===== src/rtl/top.sv =====
// Closed-loop controller: ADC128S022-style SPI sample capture, PID against a fixed setpoint,
// and the clamped result used as the duty cycle of a single glitch-free PWM output.
module top #(
    parameter int CLK_DIV     = 4,
    parameter int ADC_CHANNEL = 0,
    parameter int SETPOINT    = 2048,
    parameter int KP          = 4,
    parameter int KI          = 1,
    parameter int KD          = 0,
    parameter int SHIFT       = 4,
    parameter int PWM_BITS    = 12
) (
    input  logic clk,
    input  logic rst,
    output logic ADC_SCLK,
    output logic ADC_CS_N,
    input  logic ADC_DOUT,
    output logic ADC_DIN,
    output logic pwm_out
);

    localparam int              CW       = $clog2(2 * CLK_DIV) + 1;
    localparam logic [CW-1:0]   DIV_LAST = CW'(CLK_DIV - 1);
    localparam logic [CW-1:0]   GAP_LAST = CW'(2 * CLK_DIV - 1);
    localparam logic [2:0]      CHAN     = 3'(ADC_CHANNEL);
    localparam logic [11:0]     SP       = 12'(SETPOINT);
    localparam logic [5:0]      LAST_EVT = 6'd32;
    localparam logic signed [47:0] KP_S  = 48'(KP);
    localparam logic signed [47:0] KI_S  = 48'(KI);
    localparam logic signed [47:0] KD_S  = 48'(KD);
    localparam logic signed [47:0] D_MAX = 48'((1 << PWM_BITS) - 1);
    localparam logic signed [24:0] I_MAX = 25'sd8388607;
    localparam logic signed [24:0] I_MIN = -25'sd8388607;

    typedef enum logic [1:0] {IDLE, CONV, GAP} state_t;

    state_t               state, state_d;
    logic [CW-1:0]        cnt, cnt_d;
    logic [5:0]           edge_cnt, edge_d;
    logic                 sclk_d, cs_d, din_d;
    logic [11:0]          shift, shift_d;
    logic [11:0]          sample, sample_d;
    logic                 sample_valid, valid_d;

    logic signed [23:0]   integral, int_new;
    logic signed [24:0]   int_sum;
    logic signed [12:0]   err, prev_error;
    logic signed [13:0]   diff;
    logic signed [47:0]   pid_sum, pid_u;
    logic [PWM_BITS-1:0]  duty_calc, duty_next, duty, pwm_cnt;

    // SPI sequencer: CONV walks 33 timed events -- 16 falls, 16 rises, then frame end.
    always_comb begin
        // NOTE: every signal gets a default before the case so no path leaves it unassigned (no latch).
        state_d = state;
        cnt_d   = cnt;
        edge_d  = edge_cnt;
        sclk_d  = ADC_SCLK;
        cs_d    = ADC_CS_N;
        din_d   = ADC_DIN;
        shift_d = shift;
        sample_d = sample;
        valid_d = 1'b0;
        case (state)
            IDLE: begin
                cs_d    = 1'b0;
                cnt_d   = '0;
                edge_d  = '0;
                state_d = CONV;
            end
            CONV: begin
                if (cnt == DIV_LAST) begin
                    cnt_d  = '0;
                    edge_d = edge_cnt + 6'd1;
                    if (edge_cnt == LAST_EVT) begin
                        cs_d     = 1'b1;
                        din_d    = 1'b0;
                        sample_d = shift;
                        valid_d  = 1'b1;
                        edge_d   = '0;
                        state_d  = GAP;
                    end else if (!edge_cnt[0]) begin
                        sclk_d = 1'b0;
                        case (edge_cnt[4:1])
                            4'd2:    din_d = CHAN[2];
                            4'd3:    din_d = CHAN[1];
                            4'd4:    din_d = CHAN[0];
                            default: din_d = 1'b0;
                        endcase
                    end else begin
                        sclk_d  = 1'b1;
                        shift_d = {shift[10:0], ADC_DOUT};
                    end
                end else begin
                    cnt_d = cnt + 1'b1;
                end
            end
            GAP: begin
                if (cnt == GAP_LAST) begin
                    cnt_d   = '0;
                    edge_d  = '0;
                    cs_d    = 1'b0;
                    state_d = CONV;
                end else begin
                    cnt_d = cnt + 1'b1;
                end
            end
            default: state_d = IDLE;
        endcase
    end

    always_ff @(posedge clk) begin
        // NOTE: sequential state uses non-blocking assignments so all registers update from pre-edge values.
        if (!rst) begin
            state        <= IDLE;
            cnt          <= '0;
            edge_cnt     <= '0;
            ADC_SCLK     <= 1'b1;
            ADC_CS_N     <= 1'b1;
            ADC_DIN      <= 1'b0;
            shift        <= '0;
            sample       <= '0;
            sample_valid <= 1'b0;
        end else begin
            state        <= state_d;
            cnt          <= cnt_d;
            edge_cnt     <= edge_d;
            ADC_SCLK     <= sclk_d;
            ADC_CS_N     <= cs_d;
            ADC_DIN      <= din_d;
            shift        <= shift_d;
            sample       <= sample_d;
            sample_valid <= valid_d;
        end
    end

    // PID datapath; the freshly saturated integral feeds the same update's sum.
    always_comb begin
        err     = $signed({1'b0, SP}) - $signed({1'b0, sample});
        int_sum = {integral[23], integral} + {{12{err[12]}}, err};
        if (int_sum > I_MAX)
            int_new = I_MAX[23:0];
        else if (int_sum < I_MIN)
            int_new = I_MIN[23:0];
        else
            int_new = int_sum[23:0];
        diff    = {err[12], err} - {prev_error[12], prev_error};
        pid_sum = KP_S * 48'(err) + KI_S * 48'(int_new) + KD_S * 48'(diff);
        pid_u   = pid_sum >>> SHIFT;
        if (pid_u < 48'sd0)
            duty_calc = '0;
        else if (pid_u > D_MAX)
            duty_calc = '1;
        else
            duty_calc = pid_u[PWM_BITS-1:0];
    end

    // duty only reloads at the counter wrap, so a PWM period never changes mid-way.
    always_ff @(posedge clk) begin
        if (!rst) begin
            integral   <= '0;
            prev_error <= '0;
            duty_next  <= '0;
            pwm_cnt    <= '0;
            duty       <= '0;
            pwm_out    <= 1'b0;
        end else begin
            if (sample_valid) begin
                integral   <= int_new;
                prev_error <= err;
                duty_next  <= duty_calc;
            end
            pwm_cnt <= pwm_cnt + 1'b1;
            if (pwm_cnt == '1)
                duty <= duty_next;
            pwm_out <= (pwm_cnt < duty);
        end
    end

endmodule


===== config.mk =====
export PLATFORM = sky130hd
export DESIGN_NAME = top
export DESIGN_NICKNAME = d
export VERILOG_FILES = /design/src/rtl/top.sv
export SDC_FILE = /design/constraint.sdc
export NUM_CORES = 1
export LEC_CHECK = 0
export ABC_AREA = 1
export CAP_MARGIN = 20
export CORE_ASPECT_RATIO = 1.5
export CORE_MARGIN = 2
export CORE_UTILIZATION = 40
export DETAILED_ROUTE_END_ITERATION = 10
export HOLD_SLACK_MARGIN = 0.15
export PLACE_DENSITY_LB_ADDON = 0.12
export SYNTH_ARGS = -nofsm -noshare
export SYNTH_HDL_FRONTEND = slang
export SYNTH_SLANG_ARGS = --single-unit
export TNS_END_PERCENT = 1

===== constraint.sdc =====
create_clock -name clk -period 7.52 [get_ports clk]
set_input_delay 1.128 -clock clk [delete_from_list [all_inputs] [get_ports clk]]
set_output_delay 1.128 -clock clk [all_outputs]
set_load 0.02 [all_outputs]

==> results_dict.tcl, run 1 <==
set metrics [dict create \
    skew_ns 0.00840 \
    fill_cells 2155 \
    synth_top_family_by_area "simple AND/OR/NAND/NOR gates" \
    yosys.area_share.simple_pct 32.0 \
    period_share_pct 90.8 \
    tightest_slew_ns 0.748 \
    irDropWorstVdd_mv 0.143 \
    synth-compound-area-share_pct 16.0 \
    finalCriticalPeriod_ns 6.83 \
    min_from "shift[11]" \
    cts_tree "done" \
    grt_max_degree 37 \
    drt_pre_antenna_iters 4 \
    crit_type "reg2reg" \
    drc 0 \
    antenna_cells 0 \
    final_common_cell "nand2_1" \
    die_w_um 118 \
    ys_ff_latch 100 \
    clock_latency_ns 0.35 \
    setup_violations 0 \
    wl_um 21000 \
    power_switching_share_pct 27.2 \
    cp.arrival_ns 7.05 \
    yosys.area.top_type "dfxtp_1" \
    power.internal_uw 847 \
    critPathMostFrequentCell "nand2_1" \
    crit-reg2reg-capture "duty_next[0]" \
    end_kind "register" \
    yosysTopAreaCellShare_pct 25.7 \
    async_reset_ff_share_pct 0 \
    syn_area_per_cell_um2 6.33 \
    combPwrFrac_pct 10.0 \
    final_cell_mix "nand2_1, inv_1, nor2_1" \
    numCtsBuffers 9 \
    hold_path.class "reg2reg" \
    rows 62 \
    fmax_ghz 0.146 \
    slew_viol_final 0 \
    initial_utilization_pct 40.8 \
    grt_pass1_vias 7394 \
    vias_per_cell 4.99 \
    p_leak_uw 0.00415 \
    ios 7 \
    grt_pass1_wl_um 35200 \
    clock_sinks 100 \
    ys_types 45 \
    cpPeakStageDelay_ns 0.49 \
    cts_buffer_depth 2 \
    p_sw_uw 316 \
    drive_above_1_share_pct 7.42 \
    synthTopCellsByArea "dfxtp_1, nand2_1, ha_1" \
    hold_end "shift[11]" \
    antenna_found_initial 0 \
    synth_xor_area_share_pct 3.79 \
    share_seq_of_total_power_pct 47.7 \
    synth_nets 1300 \
    nets 1293 \
    drv_cap 0 \
    dp_hpwl_um 16800 \
    place_congestion 0.951 \
    yosys-mux-area-fraction_pct 0 \
    clk_pin_slew_ns 0.08 \
    io_buffers 5 \
    reg2reg_slack_ns 0.69 \
    wl_per_cell_um 14.2 \
    synthAdderAreaFrac_pct 11.0 \
    dieArea_um2 20600 \
    h-tree-depth 3 \
    coreArea_um2 19100 \
    synth_seq_area_share_pct 25.7 \
    root_buffer "clkbuf_16" \
    synth_flop_cell "dfxtp_1" \
    slew_headroom_pct 50.0 \
    areaGrowthSynthToFinish_pct 8.02 \
    worst_hold_slack_ns 0.442 \
    clock_power_share_pct 42.2 \
    grt_use_total_pct 21.0 \
    drt_iter0_drc 357 \
    synth_cells 1229 \
    fin_setup_tns_ns 0 \
    ant_nets 0 \
    critPathMaxFanout 15 \
    cts_hold_buf 0 \
    synth_area_um2 7780 \
    slowest_stage "ha_1" \
    grt-ovfl-total 0 \
    status "finished, final reports clean" \
    ys_warn_count 0 \
    reg2reg_depth 38 \
    die_h_um 175 \
    final_hold_viol_count 0 \
    cp.required_ns 7.74 \
    powerDensity_nw_per_um2 138 \
    synth-edff-count 0 \
    r2r-start "sample[0]" \
    cts_setup_buffers 0 \
    rsz0062_at_grt "false" \
    vias 7394 \
    min_path_cells 2 \
    critPathLaunchType "register" \
]
## final cells by class
type	count	area (um^2)	area share, %
clock buffers	9	225	2.68
clock inverters	7	82.6	0.982
inverters	203	762	9.07
multi-input cells	897	4910	58.4
flip-flops and latches	100	2000	23.8
well taps	256	320	3.81
repair buffers	11	108	1.28
## synth_stat cells (all sizes together), types with 6 or more instances
master / number
nand4: 21
dfxtp: 100
nor2: 148
a21oi: 92
nor3: 20
nand2: 326
xnor2: 13
a211oi: 16
ha: 67
nand3b: 6
xor2: 19
clkbuf: 24
inv: 201
o21ai: 81
nand3: 50
## how the worst max path moves through the flow
stage / start / endpoint / slack, ns
5_1_grt: sample[0] / duty_next[0] / 0.03
4_1_cts: sample[0] / duty_next[0] / 0.43
2_1_floorplan: sample[0] / duty_next[2] / 1.53
3_3_place_gp: sample[0] / duty_next[1] / 0.45
6_report: sample[0] / duty_next[0] / 0.69
3_5_place_dp: sample[0] / duty_next[0] / 0.45
## power by group through the flow
stage	registers (uW)	clock network (uW)	logic [uW]
2_1_floorplan	569	0	85.5
3_3_place_gp	568	0	117
3_5_place_dp	568	0	118
4_1_cts	556	505	118
5_1_grt	558	527	136
6_report	556	491	117
## per-stage QoR
| stage | util, % | instances | power (uW) | area [um^2] | worst slack, ns |
|---|---|---|---|---|---|
| 3_5_place_dp | 42.3 | 1466 | 686 | 8060 | 0.447 |
| 5_1_grt | 44.0 | 1483 | 1220 | 8410 | 0.0332 |
| 2_1_floorplan | - | 1229 | 654 | 7780 | 1.53 |
| 3_3_place_gp | 42.3 | 1466 | 686 | 8060 | 0.450 |
| 4_1_cts | 43.9 | 1482 | 1180 | 8370 | 0.432 |
| 6_report | 44.0 | 1483 | 1160 | 8410 | 0.691 |
## sequential cells by signal, indices dropped and copies added, names as in the netlist
register,count
duty_next,12
pwm_cnt,12
state,2
ADC_SCLK,1
edge_cnt,6
ADC_CS_N,1
cnt,4
integral,24
sample,12
sample_valid,1
shift,12
pwm_out,1
duty,12
## metal layers
| metal | wire length (um) | GRT usage [%] | vias up |
|---|---|---|---|
| met2 | 11000 | 41.0 | 111 |
| met4 | 886 | 9.94 | 0 |
| met3 | 496 | 2.32 | 52 |
| met5 | 0 | 0 | - |
| met1 | 8570 | 22.2 | 3305 |
| li1 | - | - | 3926 |
## timing repair
action | 4_1_cts | 5_1_grt
setup endpoints to repair | 0 | 12
endpoints found under the hold margin | 0 | 0
gates resized for setup | 0 | 2
## cells by family (layout without fill, tap and decap cells)
logic type | count (synthesis) | after routing
AOI/OAI and AO/OA | 214 | 214
and+or+nand+nor | 582 | 582
buffers and inverters | 232 | 230
other | 1 | 1
DFF | 100 | 100
adders and majority gates | 68 | 68
xor gates and xnor gates | 32 | 32
## worst max-delay path: cells and delay by family (launching register included)
| family | cells | cell delay, ns |
|---|---|---|
| simple gates | 24 | 3.33 |
| compound gates | 6 | 1.14 |
| xor+xnor | 1 | 0.15 |
| buf+inv | 4 | 0.58 |
| fa+ha+maj | 3 | 1.14 |
| flops | 1 | 0.36 |
Power figures use the tool's default switching activity.
==> inputs of run 2 (changes only) <==
--- a/config.mk
+++ b/config.mk
@@ -6,7 +6,6 @@
 export NUM_CORES = 1
 export LEC_CHECK = 0
 export ABC_AREA = 1
-export CAP_MARGIN = 20
 export CORE_ASPECT_RATIO = 1.5
 export CORE_MARGIN = 2
 export CORE_UTILIZATION = 40
==> run 2 against run 1 <==
Against the previous run: first-iteration DRC count shrank 4.5%; register-to-register slack gained 0.03 ns; via count is essentially flat; setup slack gained 0.031 ns; sequential cell count is the same; design area shrank 0.24%; clock skew is essentially flat; die area is the same; sequential share of layout area grew 0.057 points; clock-buffer cell count is the same.
==> results_dict.tcl, run 2 (synthesis results as in run 1) <==
set metrics [dict create \
    status "finished, final reports clean" \
    h-tree-depth 3 \
    worst_hold_slack_ns 0.442 \
    drt_iter0_drc 341 \
    cts_tree "done" \
    fmax_ghz 0.147 \
    coreArea_um2 19100 \
    drive_above_1_share_pct 7.34 \
    cp.arrival_ns 7.02 \
    rows 62 \
    wl_per_cell_um 14.2 \
    nets 1292 \
    largest_reg_flops 24 \
    dieArea_um2 20600 \
    drt_pre_antenna_iters 5 \
    root_buffer "clkbuf_16" \
    powerDensity_nw_per_um2 139 \
    clock_latency_ns 0.35 \
    crit_type "reg2reg" \
    critPathMaxFanout 15 \
    critPathLaunchType "register" \
    io_buffers 5 \
    vias 7390 \
    antenna_found_initial 0 \
    wl_um 21000 \
    drc 0 \
    share_seq_of_total_power_pct 47.8 \
    cts_hold_buf 0 \
    p_leak_uw 0.00414 \
    p_sw_uw 315 \
    final_cell_mix "nand2_1, inv_1, nor2_1" \
    clock_sinks 100 \
    rsz0062_at_grt "false" \
    clk_pin_slew_ns 0.07 \
    setup_violations 0 \
    final_hold_viol_count 0 \
    grt_use_total_pct 21.0 \
    grt-ovfl-total 0 \
    grt_max_degree 37 \
    slew_headroom_pct 30.6 \
    finalCriticalPeriod_ns 6.80 \
    slew_viol_final 0 \
    cts_setup_buffers 0 \
    die_w_um 118 \
    antenna_cells 0 \
    hold_path.class "reg2reg" \
    place_congestion 0.951 \
    end_kind "register" \
    ios 7 \
    final_common_cell "nand2_1" \
    p_total_uw 1160 \
    dp_hpwl_um 16800 \
    fin_setup_tns_ns 0 \
    power.internal_uw 847 \
    ant_nets 0 \
    cpPeakStageDelay_ns 0.49 \
    critPathMostFrequentCell "nand2_1" \
    numCtsBuffers 9 \
    grt_pass1_vias 7394 \
    drv_cap 0 \
    cts.repair.resized 0 \
    power_switching_share_pct 27.1 \
    clock_power_share_pct 42.2 \
    period_share_pct 90.4 \
    combPwrFrac_pct 10.0 \
    final_util_pct 43.9 \
    die_h_um 175 \
    irDropWorstVdd_mv 0.143 \
    slowest_stage "ha_1" \
    top_register "integral" \
    vias_per_cell 4.99 \
    skew_ns 0.00887 \
    cts_buffer_depth 2 \
    areaGrowthSynthToFinish_pct 7.77 \
    cp.required_ns 7.74 \
    grt_pass1_wl_um 35200 \
    initial_utilization_pct 40.8 \
    tightest_slew_ns 1.03 \
]
## run 2: changes by cell type in the layout (fill, tap and decap cells not counted), sizes merged
| cell | before | now |
|---|---|---|
| buf | 6 | 5 |
## run 2: layout make-up
type / instances / area, um^2
Inverter: 203 / 762
Sequential cell: 100 / 2000
Timing Repair Buffer: 10 / 87.6
Clock buffer: 9 / 225
Clock inverter: 7 / 82.6
Tap cell: 256 / 320
Fill cell: 2157 / 10700
Multi-Input combinational cell: 897 / 4910
## run 2: worst paths after layout
kind | slack [ns] | endpoint | from | cells past startpoint
max | 0.72 | duty_next[0] | sample[0] | 38
min | 0.44 | shift[11] | shift[11] | 2
max reg2reg | 0.72 | duty_next[0] | sample[0] | 38
min reg2reg | 0.44 | shift[11] | shift[11] | 2
## run 2: power by group through the flow
stage	Sequential, uW	Combinational (uW)	Clock (uW)
floorplan	569	85.5	0
global placement	568	117	0
detailed placement	568	118	0
CTS	556	118	505
global route	558	136	527
finish	556	117	491
## run 2: stage by stage
step	area [um^2]	std cells	setup WS, ns
2_1_floorplan	7780	1229	1.53
3_3_place_gp	8060	1466	0.450
3_5_place_dp	8060	1466	0.447
4_1_cts	8370	1482	0.432
5_1_grt	8390	1482	0.0332
6_report	8390	1482	0.722
## run 2: routing by layer
metal	wire length [um]	part of all wire (%)	GRT usage (%)	vias to the layer above
li1	-	-	-	3921
met1	8690	41	22.2	3322
met2	11000	52	41.0	95
met3	426	2.0	2.32	52
met4	880	4.2	9.94	0
met5	0	0	0	-
## run 2: worst max-delay path, delay by kind of cell, from the launching register on
family | cells | cell delay, ns
buf+inv | 4 | 0.58
simple gates | 24 | 3.29
fa+ha+maj | 3 | 1.13
flops | 1 | 0.36
xor+xnor | 1 | 0.15
compound gates | 6 | 1.14
==> inputs of run 3 (changes only) <==
==> constraint.sdc (replaced) <==
create_clock -name clk -period 7.52 [get_ports clk]
set_input_delay 1.128 -clock clk [delete_from_list [all_inputs] [get_ports clk]]
set_output_delay 1.128 -clock clk [all_outputs]
set_load 0.01 [all_outputs]
==> results of run 3 <==
Same layout as run 2 (identical final DEF). Status: finished, final reports clean.
